[config.mk]
export PLATFORM = sky130hd
export DESIGN_NAME = wait_scheduler
export DESIGN_NICKNAME = d
export VERILOG_FILES = /design/src/rtl/wait_scheduler.sv
export SDC_FILE = /design/constraint.sdc
export NUM_CORES = 1
export LEC_CHECK = 0
export ABC_AREA = 1
export CAP_MARGIN = 20
export CORE_MARGIN = 1
export CORE_UTILIZATION = 50
export DETAILED_ROUTE_END_ITERATION = 8
export GPL_TIMING_DRIVEN = 0
export HOLD_SLACK_MARGIN = 0.12
export PLACE_DENSITY = 0.83
export SLEW_MARGIN = 15
export SYNTH_ARGS = -nofsm -noshare
export SYNTH_HDL_FRONTEND = slang
export SYNTH_SLANG_ARGS = --single-unit
[constraint.sdc]
create_clock -name clk -period 1.92 [get_ports clk]
set_input_delay 0.384 -clock clk [delete_from_list [all_inputs] [get_ports clk]]
set_output_delay 0.384 -clock clk [all_outputs]
set_load 0.1 [all_outputs]
[src/rtl/wait_scheduler.sv]
// wait_scheduler: one interval timer shared by a master and a slave channel, round-robin on ties.
// Define WAIT_SCHED_FIXED_PRIO_EN to always give ties to the master.
module wait_scheduler #(
  parameter int MASTER_WAIT = 50,
  parameter int SLAVE_WAIT  = 25,
  parameter int CW          = 6
)(
  input  logic          clk,
  input  logic          reset_n,
  input  logic          m_req,
  input  logic          s_req,
  output logic          m_grant,
  output logic          s_grant,
  output logic          m_done,
  output logic          s_done,
  output logic          busy,
  output logic [CW-1:0] count
);
  typedef enum logic [1:0] {IDLE, COUNT, DONE} state_t;
  localparam logic [CW-1:0] M_END = CW'(MASTER_WAIT - 1);
  localparam logic [CW-1:0] S_END = CW'(SLAVE_WAIT - 1);
  state_t        r_state, w_state;
  logic          r_owner, w_owner, r_last, w_last, w_pick_s, w_req, w_end;
  logic [CW-1:0] r_count, w_count;
`ifdef WAIT_SCHED_FIXED_PRIO_EN
  assign w_pick_s = s_req & ~m_req;
`else
  assign w_pick_s = s_req & (~m_req | ~r_last);
`endif
  always_ff @(posedge clk or negedge reset_n)
    if (!reset_n) begin
      r_state <= IDLE;
      r_owner <= 1'b0;
      r_last  <= 1'b1;
      r_count <= '0;
    end else begin
      r_state <= w_state;
      r_owner <= w_owner;
      r_last  <= w_last;
      r_count <= w_count;
    end
  // abort beats completion: request is checked before the terminal count
  always_comb begin
    w_state = r_state;
    w_owner = r_owner;
    w_last  = r_last;
    w_count = r_count;
    w_req   = r_owner ? s_req : m_req;
    w_end   = r_count == (r_owner ? S_END : M_END);
    case (r_state)
      IDLE:
        if (m_req | s_req) begin
          w_state = COUNT;
          w_owner = w_pick_s;
          w_count = '0;
        end
      COUNT:
        if (!w_req) begin
          w_state = IDLE;
          w_count = '0;
          w_last  = r_owner;
        end else if (w_end) begin
          w_state = DONE;
          w_last  = r_owner;
        end else
          w_count = r_count + 1'b1;
      DONE: begin
        w_state = IDLE;
        w_count = '0;
      end
      default: w_state = IDLE;
    endcase
  end
  assign m_grant = (r_state == COUNT) && !r_owner;
  assign s_grant = (r_state == COUNT) &&  r_owner;
  assign m_done  = (r_state == DONE)  && !r_owner;
  assign s_done  = (r_state == DONE)  &&  r_owner;
  assign busy    = r_state != IDLE;
  assign count   = r_count;
endmodule

==> summary.txt, run 1 <==
Run status
  – Outcome: complete, no violations

Timing
  – Setup violations, final: 0
  – Slew @ Worst Pin: between 0.9 and 1 ns
  – Final worst-path cycle share: a little over nine tenths
  – Rel. slew slack: a little under two fifths
  – RSZ-0062 raised after global routing: false
  – Final hold vios: 0
  – Final Skew: roughly 0.0057 ns
  – Minimum clock period: roughly 1.9 ns
  – Worst Slack Setup Final: approximately 0.037 ns
  – Max-slew violation count: 0
  – Min Hold Slack: around 0.43 ns
  – Max frequency: ~530 MHz

Clocking
  – Worst-path clk slew: approximately 0.060 ns
  – CTS tree: done
  – Deepest clock path buffer count: 2
  – Postcts setup bufs: 0
  – Root Buffer: clkbuf_4
  – Cts bufs inserted: 3
  – Htree depth: 1
  – CTS sink count: 10
  – Worst skew pair latency: about 0.25 ns

Critical path
  – CP Max Fanout: 4
  – CP startpoint kind: register
  – Crit path max-delay family: buffers and inverters
  – Origin of the critical flop-to-flop path: count[0]
  – Critical Path, Cell by Cell: dlygate4sd2_1
  – CP endpoint kind: primary output
  – WP data required: about 1.5 ns
  – Crit path largest cell delay: 0.87 ns
  – WS Path Type: register to primary output
  – Crit path DAT: 1.50 ns
  – Crit path buffers/inverters: 1
  – Crit-path slowest cell: dlygate4sd2_1
  – Worst reg2reg setup slack: between 0.5 and 0.6 ns
  – RR Endpoint: r_last
  – R2R depth: 7

Floorplan
  – Row cnt: 12
  – Core box area: approximately 0.0012 mm2
  – Die height: about 39 um
  – Top Ports: 15
  – Die X: 38.9 um
  – Die ar.: around 0.0015 mm2
  – Initial Util: approximately 57%

Detailed routing
  – Pre-antenna DRT Iters: 4
  – Vias per cell: 5.02
  – Routed len/inst: between 10 and 15 um
  – Routed wire length: between 1 and 1.5 mm
  – DRC Markers: 0
  – Total number of vias: 632
  – Antenna-violating nets left: 0
  – DR iter-0 viols: 12

Global routing
  – Total gr overflow: 0
  – Vias in the first global route: ~560
  – Global-route usage over all layers: between 20% and 30%
  – First-pass GRT wire length: 2.37 mm
  – Pin count of the biggest net entering global routing: 11
  – Initial antenna violation count: 0

Cells and area
  – Commonest non-fill, non-tap cell in the layout: nand2_1
  – Layout cell share with drive strength beyond 1: 22.3%
  – Layout Nets: 118
  – Area Overhead vs Synth: 26.0%
  – Most frequent cells in the layout: nand2_1 (31), inv_1 (12), nor2_1 (9), dfrtp_1 (9), nand3_1 (8)
  – Fill cells: 96
  – Util after Layout: between 70% and 80%
  – Antenna cell count: 0

Synth
  – Seq cells post-synth: 10
  – Share of the synthesized area in the top cell type: around 33%
  – Cell count after synthesis: 94
  – Net count after synthesis: 99
  – Mean Syn Cell Area: ~7.2 um2
  – Yosys warns: 0
  – Post-synthesis sequential area ratio: 37.0%
  – Yosys top cell by area: dfrtp_1
  – Distinct cells, synth: 22
  – Post-synthesis instance area: ~680 um2
  – Top cells by area, synth: dfrtp_1 (33%), nand2_1 (17%), inv_1 (6.6%)

Placement
  – Gp weighted congestion: roughly 0.76
  – Number of buffer cells added on primary ports: 14
  – Worst slack, placed: -0.468 ns
  – Hpwl dp: approximately 1.2 mm

Pwr
  – Peak supply drop: just over 1000 uV
  – PwrDens: approximately 1500 mW/mm2
  – Total power: ~0.0013 W
  – Lkg Pwr: around 0.45 nW

Min path
  – Hold/Removal Path Class: input port to asynchronous set/reset pin

Flow run
  – Max Cap Violations: 0
-- layout make-up --
type | instances | area, um2 | area share [%]
Tap cell | 14 | 17.5 | 2.05
Timing Repair Buffer | 14 | 123 | 14.3
Multi-Input combinational cell | 69 | 380 | 44.4
Inverter | 14 | 52.6 | 6.14
Clock buffer | 4 | 26.3 | 3.07
Sequential cell | 10 | 251 | 29.4
Buffer | 1 | 5.00 | 0.585
-- how the worst max path moves through the flow --
stage	from	endpoint	slack, ns	depth (start not counted)
final	count[5]	count[5]	0.04	1
after global placement	r_state[1]	m_grant	-0.45	4
after CTS	count[4]	count[4]	0.001	1
after detailed placement	r_state[1]	s_grant	-0.47	4
after global routing	count[5]	count[5]	0.0009	1
after floorplan	r_state[1]	m_grant	-0.42	3
-- what timing repair did --
item                                    in CTS  in global routing
resized for setup                           34                  5
hold buffers                                 0                  0
endpoints found under the setup margin      11                  3
pin swaps                                    0                  0
-- registers in the layout, indices dropped and copies added (netlist names) --
register	cells
r_last	1
r_owner	1
count	6
r_state	2
-- cells in the mapped netlist --
library cell,instances
a21oi_1,1
a21oi_2,1
a31oi_2,1
buf_2,1
dfrtp_1,9
dfstp_2,1
ha_1,1
inv_1,12
inv_2,2
nand2_1,31
nand2_2,1
nand2_4,2
nand3_1,8
nand3_4,1
nand3b_1,1
nand4_1,5
nor2_1,9
nor2_8,1
nor3_1,2
o21ai_0,2
o21bai_1,1
xor2_1,1
-- layer usage --
| metal | global-route usage [%] | vias up | share of wire, % |
|---|---|---|---|
| met5 | 0 | - | 0 |
| li1 | - | 336 | - |
| met1 | 32.5 | 291 | 52 |
| met4 | 7.76 | 0 | 0 |
| met3 | 3.47 | 0 | 0.55 |
| met2 | 36.3 | 5 | 48 |
-- metrics by stage --
stage	TNS, ns	area [um2]	std cells
2_1_floorplan	-1.09	689	94
3_3_place_gp	-1.88	847	122
3_5_place_dp	-2.01	847	122
4_1_cts	0	873	126
5_1_grt	0	856	126
6_report	0	856	126
-- cell families after synthesis --
kind of cell / Yosys count / synth area share [%]
DFF: 10 / 37.0
xor gates and xnor gates: 1 / 1.29
adders and majority gates: 1 / 1.84
buffers and inverters: 15 / 8.47
AOI/OAI and AO/OA: 6 / 6.45
and+or+nand+nor: 61 / 44.9
-- power by group --
group / switching, W / leakage, nW / internal (W)
registers: 0.0000749 / 0.130 / 0.000267
logic: 0.000628 / 0.303 / 0.000166
clock network: 0.0000551 / 0.0150 / 0.0000794
Power figures use the tool's default switching activity.
==> run 2: changes to the inputs <==
--- a/config.mk
+++ b/config.mk
@@ -10,6 +10,7 @@
 export CORE_MARGIN = 1
 export CORE_UTILIZATION = 50
 export DETAILED_ROUTE_END_ITERATION = 8
+export GPL_ROUTABILITY_DRIVEN = 0
 export GPL_TIMING_DRIVEN = 0
 export HOLD_SLACK_MARGIN = 0.12
 export PLACE_DENSITY = 0.83
==> results of run 2 <==
Same layout as run 1: the final DEF is identical, and so are final timing and power.
